--- config.mk ---
export PLATFORM = sky130hd
export DESIGN_NAME = wb_omi_cmd_master
export DESIGN_NICKNAME = d
export VERILOG_FILES = /design/src/rtl/wb_omi_cmd_master.sv
export SDC_FILE = /design/constraint.sdc
export NUM_CORES = 1
export LEC_CHECK = 0
export CAP_MARGIN = 20
export CORE_MARGIN = 5
export CORE_UTILIZATION = 41
export DETAILED_ROUTE_END_ITERATION = 8
export GPL_TIMING_DRIVEN = 0
export HOLD_SLACK_MARGIN = 0.02
export PLACE_DENSITY = 0.68
export SLEW_MARGIN = 20
export SYNTH_ARGS = -nofsm -noshare
export SYNTH_HDL_FRONTEND = slang
export SYNTH_SLANG_ARGS = --single-unit
--- constraint.sdc ---
create_clock -name clk -period 3.4 [get_ports clk]
set_input_delay 0.68 -clock clk [delete_from_list [all_inputs] [get_ports clk]]
set_output_delay 0.68 -clock clk [all_outputs]
set_load 0.05 [all_outputs]
--- src/rtl/wb_omi_cmd_master.sv ---
// wb_omi_cmd_master
// Wishbone classic initiator for the wb_omi_host register/data port.
// Commands are queued in a CMD_DEPTH-entry FIFO and issued one at a time as
// single Wishbone cycles. Every cycle produces exactly one response.
// Optional watchdog: define WB_OMI_CMD_MASTER_TIMEOUT_EN to abandon a cycle
// after TIMEOUT cycles without wb_ack. Without it, BUS waits for wb_ack
// indefinitely, and rsp_err and err_count stay 0.
//
// Handshakes (cmd_* and rsp_*): a transfer happens on a rising clk edge where
// valid && ready. The valid side holds its payload stable until that edge.
// The ready side may change freely.
module wb_omi_cmd_master #(
    parameter int CMD_DEPTH = 4,
    parameter int TIMEOUT   = 1024
) (
    input  logic        clk,
    input  logic        rst_n,
    input  logic        cmd_valid,
    output logic        cmd_ready,
    input  logic        cmd_we,
    input  logic [31:0] cmd_adr,
    input  logic [3:0]  cmd_sel,
    input  logic [31:0] cmd_dat,
    output logic        rsp_valid,
    input  logic        rsp_ready,
    output logic [31:0] rsp_dat,
    output logic        rsp_we,
    output logic        rsp_err,
    output logic        wb_cyc,
    output logic        wb_stb,
    output logic [31:0] wb_adr,
    output logic        wb_we,
    output logic [3:0]  wb_sel,
    output logic [31:0] wb_dat_o,
    input  logic        wb_ack,
    input  logic [31:0] wb_dat_i,
    output logic        busy,
    output logic [7:0]  err_count
);

    localparam int          AW      = $clog2(CMD_DEPTH);
    localparam logic [AW:0] DEPTH_C = (AW+1)'(CMD_DEPTH);

    localparam logic [1:0] ST_IDLE = 2'd0;
    localparam logic [1:0] ST_BUS  = 2'd1;
    localparam logic [1:0] ST_RESP = 2'd2;

    // Reject illegal configurations at elaboration time.
    if (CMD_DEPTH < 2 || (CMD_DEPTH & (CMD_DEPTH - 1)) != 0 ||
        TIMEOUT < 2 || TIMEOUT > 65535) begin : g_param_check
        $error("wb_omi_cmd_master: CMD_DEPTH must be a power of 2 >= 2, TIMEOUT in 2..65535");
    end

    typedef struct packed {
        logic        we;
        logic [31:0] adr;
        logic [3:0]  sel;
        logic [31:0] dat;
    } cmd_t;

    cmd_t          mem [CMD_DEPTH];
    cmd_t          head;
    logic [AW-1:0] wr_ptr;
    logic [AW-1:0] rd_ptr;
    logic [AW:0]   count;
    logic [AW:0]   count_nxt;
    logic [1:0]    state;
    logic          push;
    logic          pop;
    logic          fifo_nempty;
    logic          timeout_hit;

    assign fifo_nempty = (count != '0);
    assign push        = cmd_valid && cmd_ready;
    // A pop is exactly a transition into BUS: from IDLE, or straight from RESP on handshake.
    assign pop         = fifo_nempty && ((state == ST_IDLE) || (state == ST_RESP && rsp_ready));
    assign head        = mem[rd_ptr];
    assign busy        = fifo_nempty || (state != ST_IDLE);

    // Next FIFO occupancy; push and pop in the same cycle cancel out.
    always_comb begin
        count_nxt = count;
        case ({push, pop})
            2'b10:   count_nxt = count + (AW+1)'(1);
            2'b01:   count_nxt = count - (AW+1)'(1);
            default: count_nxt = count;
        endcase
    end

    // FIFO storage: written on push, no reset needed for the data itself.
    always_ff @(posedge clk) begin
        if (push) begin
            mem[wr_ptr] <= '{we: cmd_we, adr: cmd_adr, sel: cmd_sel, dat: cmd_dat};
        end
    end

    // FIFO pointers, occupancy, and registered cmd_ready derived from next occupancy.
    always_ff @(posedge clk) begin
        if (!rst_n) begin
            wr_ptr    <= '0;
            rd_ptr    <= '0;
            count     <= '0;
            cmd_ready <= 1'b1;
        end else begin
            if (push) wr_ptr <= wr_ptr + AW'(1);
            if (pop)  rd_ptr <= rd_ptr + AW'(1);
            count     <= count_nxt;
            cmd_ready <= (count_nxt != DEPTH_C);
        end
    end

`ifdef WB_OMI_CMD_MASTER_TIMEOUT_EN
    localparam logic [15:0] TO_LAST = 16'(TIMEOUT - 1);

    logic [15:0] to_cnt;
    logic        rsp_err_q;
    logic [7:0]  err_cnt_q;

    assign timeout_hit = (to_cnt == TO_LAST);
    assign rsp_err     = rsp_err_q;
    assign err_count   = err_cnt_q;

    // Watchdog: counts BUS cycles, flags the response, and counts timeouts (saturating).
    always_ff @(posedge clk) begin
        if (!rst_n) begin
            to_cnt    <= '0;
            rsp_err_q <= 1'b0;
            err_cnt_q <= '0;
        end else begin
            if (pop) begin
                to_cnt <= '0;
            end else if (state == ST_BUS) begin
                to_cnt <= to_cnt + 16'd1;
            end
            if (state == ST_BUS && wb_ack) begin
                rsp_err_q <= 1'b0;
            end else if (state == ST_BUS && timeout_hit) begin
                rsp_err_q <= 1'b1;
                if (err_cnt_q != 8'hFF) err_cnt_q <= err_cnt_q + 8'd1;
            end
        end
    end
`else
    assign timeout_hit = 1'b0;
    assign rsp_err     = 1'b0;
    assign err_count   = 8'h00;
`endif

    // Main FSM: issue the head command, wait for ack or timeout, hold the response until consumed.
    always_ff @(posedge clk) begin
        if (!rst_n) begin
            state     <= ST_IDLE;
            wb_cyc    <= 1'b0;
            wb_stb    <= 1'b0;
            wb_adr    <= '0;
            wb_we     <= 1'b0;
            wb_sel    <= '0;
            wb_dat_o  <= '0;
            rsp_valid <= 1'b0;
            rsp_dat   <= '0;
            rsp_we    <= 1'b0;
        end else begin
            case (state)
                ST_IDLE: begin
                    if (pop) state <= ST_BUS;
                end
                ST_BUS: begin
                    // Ack has priority over a timeout in the same cycle.
                    if (wb_ack) begin
                        wb_cyc    <= 1'b0;
                        wb_stb    <= 1'b0;
                        rsp_dat   <= wb_we ? 32'h0 : wb_dat_i;
                        rsp_we    <= wb_we;
                        rsp_valid <= 1'b1;
                        state     <= ST_RESP;
                    end else if (timeout_hit) begin
                        wb_cyc    <= 1'b0;
                        wb_stb    <= 1'b0;
                        rsp_dat   <= 32'h0;
                        rsp_we    <= wb_we;
                        rsp_valid <= 1'b1;
                        state     <= ST_RESP;
                    end
                end
                ST_RESP: begin
                    if (rsp_ready) begin
                        rsp_valid <= 1'b0;
                        state     <= pop ? ST_BUS : ST_IDLE;
                    end
                end
                default: state <= ST_IDLE;
            endcase
            if (pop) begin
                wb_cyc   <= 1'b1;
                wb_stb   <= 1'b1;
                wb_adr   <= head.adr;
                wb_we    <= head.we;
                wb_sel   <= head.sel;
                wb_dat_o <= head.dat;
            end
        end
    end

endmodule
==> reports/results.ini <==
[die]
design.die.area_um2=38600
placement_rows=68
placeableCoreArea_um2=34500
floorplan.initialDensity=0.414
die_height_um=196
io_pins=222
die_w_um=196

[timing]
hold_viol_final=0
worst_slack_ns=0.375
slew-limit-headroom=0.496
rsz0062_at_grt=no
timing_worst_slew_pin_value_ns=0.756
report.final.setup_viol=0
fmaxAchievable_ghz=0.331
clock-skew-final_ns=0.0188
min_period_ns=3.02
count_of_pins_over_their_slew_limit=0
fin_crit_sh=0.890

[power_and_ir_drop]
power.leakage_nw=6.05
cellPowerDensity_nw_per_um2=901
ir_drop_uv=514

[logic_synthesis]
post-synth-top-area-cell=sky130_fd_sc_hd__edfxtp_1
sequential_fraction_of_the_synthesis_area=0.742
post_synth.cell_area_avg_um2=17.4
post_synth_inst_count=820
main_area_contributors_after_synthesis=sky130_fd_sc_hd__edfxtp_1 58%, sky130_fd_sc_hd__dfxtp_1 16%, sky130_fd_sc_hd__mux4_2 11%
yosys_warnings=0
dominantRegCellSynth=sky130_fd_sc_hd__edfxtp_1
ys_async_sr_fraction=0
synth_commonest_cells=276 x sky130_fd_sc_hd__edfxtp_1, 114 x sky130_fd_sc_hd__dfxtp_1, 108 x sky130_fd_sc_hd__nand2_1
netlist_area_um2=14200
synth_enable_flop_cells=276
post-synth-top-count-cell=sky130_fd_sc_hd__edfxtp_1
synth_top_cell_area_share=0.582
distinct_cells_synth=38
ys_ff_latch=390

[grt]
grt_first_pass_wirelength_um=49200
grt_overflow=0
grt_start_max_net_pins=40
antenna_found_initial=2
gr-usage-all-layers=0.163
number_of_global_route_vias_before_repair=8300

[cts]
tritoncts_clock_tree=done
worstSkewPairLatency_ns=0.52
cts-hold-fix-buffers=0
clock_tree.htree_level_count=2
clkTransAtPathRegs_ns=0.06
clock-root-buffer=sky130_fd_sc_hd__clkbuf_16
cts_buffer_depth=3
clock_tree_sinks=390
cts_made_buffers=42

[placed_design]
dpl.hpwl_um=20200
numPortBuffers=212
placed_area_um2=17100
pre_cts_slack_ns=-0.890
gp_routability_congestion=0.725

[hold_path]
timing.hold.worst.start=rsp_dat[12]
worstHoldPathType=reg -> reg

[finish]
final_layout_size_suffix_gt1_frac=0.157
antenna_cells_inserted=0
area.growth.synth_to_final_pct=30.5
final_net_count=1201
layout.cell_area.non_filler_um2=18600

[route]
vias=7961
detailedRoute.firstIterationViolations=365
antenna_violating_nets_post_route=0
post_drt_wl_per_cell_um=20.3
dr.pass1.iters=5
drc=0
wirelength_routed_um=32000
via_per_inst=5.05

[setup_path]
launch_point_of_the_critical_path=rsp_ready
timing.critical_path.to_type=flip-flop
critical_path_peak_fanout=10
r2r-start=state[1]
worst_ep_required_ns=3.80
critical_path_arrival_ns=3.43
critical_path_class=in -> reg
worst_setup_path_start_kind=input port

[flow_run]
max_cap_viol_count=0

[run_status]
status=completed

-- worst paths after layout --
kind | slack, ns | cells past startpoint | endpoint
hold reg to reg | 0.45 | 2 | rsp_dat[12]
setup reg to reg | 0.70 | 9 | cmd_ready
hold / removal | 0.45 | 2 | rsp_dat[12]
setup / recovery | 0.38 | 10 | cmd_ready
-- what timing repair did --
item,in CTS,in global routing
endpoints found under the setup margin,2,0
buffers inserted,1,0
gates resized for setup,1,0
-- state kept, by name (all words and copies together) (netlist names) --
name,cells
wb_dat_o,32
wb_sel,4
wr_ptr,2
mem,276
wb_we,1
rsp_dat,32
rsp_we,1
wb_stb,1
rsp_valid,1
rd_ptr,2
wb_adr,32
cmd_ready,1
state,2
count,3
-- power breakdown --
group / total [mW] / internal, mW / switching, mW
sequential: 6.33 / 5.96 / 0.370
clock: 4.84 / 3.03 / 1.81
combinational: 5.58 / 2.12 / 3.47
-- placed cells by master, fill, tap and decap left out, drive strengths merged, types with 11 or more instances in the layout --
cell type      instances
edfxtp               276
clkdlybuf4s50        212
dfxtp                114
nand2                108
clkbuf                89
mux4                  69
o2bb2ai               69
a21oi                 38
nand3b                33
buf                   33
clkinv                11
-- logic make-up after synthesis --
family / Yosys count / share of synthesized area
mux: 70 / 0.110
compound gates: 114 / 0.0595
xor+xnor: 3 / 0.00184
simple gates: 166 / 0.0578
other cells: 1 / 0.000263
flops: 390 / 0.742
fa+ha+maj: 6 / 0.00580
buf+inv: 70 / 0.0232
-- per-stage QoR --
stage / instances / utilization / setup TNS, ns / total power [mW] / hold WS (ns)
2_1_floorplan: 828 / - / 0 / 10.2 / 0.469
3_3_place_gp: 1495 / 0.492 / -381.28 / 12.0 / 0.439
3_5_place_dp: 1499 / 0.496 / -1.95 / 12.1 / 0.442
4_1_cts: 1577 / 0.540 / 0 / 17.0 / 0.451
5_1_grt: 1577 / 0.540 / 0 / 17.5 / 0.471
6_report: 1577 / 0.540 / 0 / 16.8 / 0.449
-- area by class of cell --
cell class	instances	area [um2]
clock inverter	23	322
clock buffer	54	1170
tap	455	569
sequential	390	10600
multi-input combinational	368	3400
buffer	63	304
timing repair buffer	217	2230
inverter	7	26.3
fill	2819	15900
-- worst max-delay path, stage by stage --
cell                              delay (ns)
sky130_fd_sc_hd__clkdlybuf4s50_1        0.51
sky130_fd_sc_hd__and2b_1                0.28
sky130_fd_sc_hd__nor3_4                 0.22
sky130_fd_sc_hd__buf_2                  0.26
sky130_fd_sc_hd__ha_1                   0.24
sky130_fd_sc_hd__inv_1                  0.07
sky130_fd_sc_hd__fa_1                   0.37
sky130_fd_sc_hd__xor2_1                 0.15
sky130_fd_sc_hd__or3_1                  0.33
sky130_fd_sc_hd__a221o_1                0.32
-- metal layers --
| layer | share of wire | vias to the layer above | global-route usage | wire length (um) |
|---|---|---|---|---|
| met3 | 0.047 | 55 | 0.0321 | 1500 |
| li1 | - | 3713 | - | - |
| met5 | 0.0010 | - | 0 | 32 |
| met2 | 0.50 | 182 | 0.282 | 16200 |
| met1 | 0.42 | 4007 | 0.213 | 13600 |
| met4 | 0.023 | 4 | 0.0429 | 730 |
No activity file was read; power rests on OpenSTA's default activity.
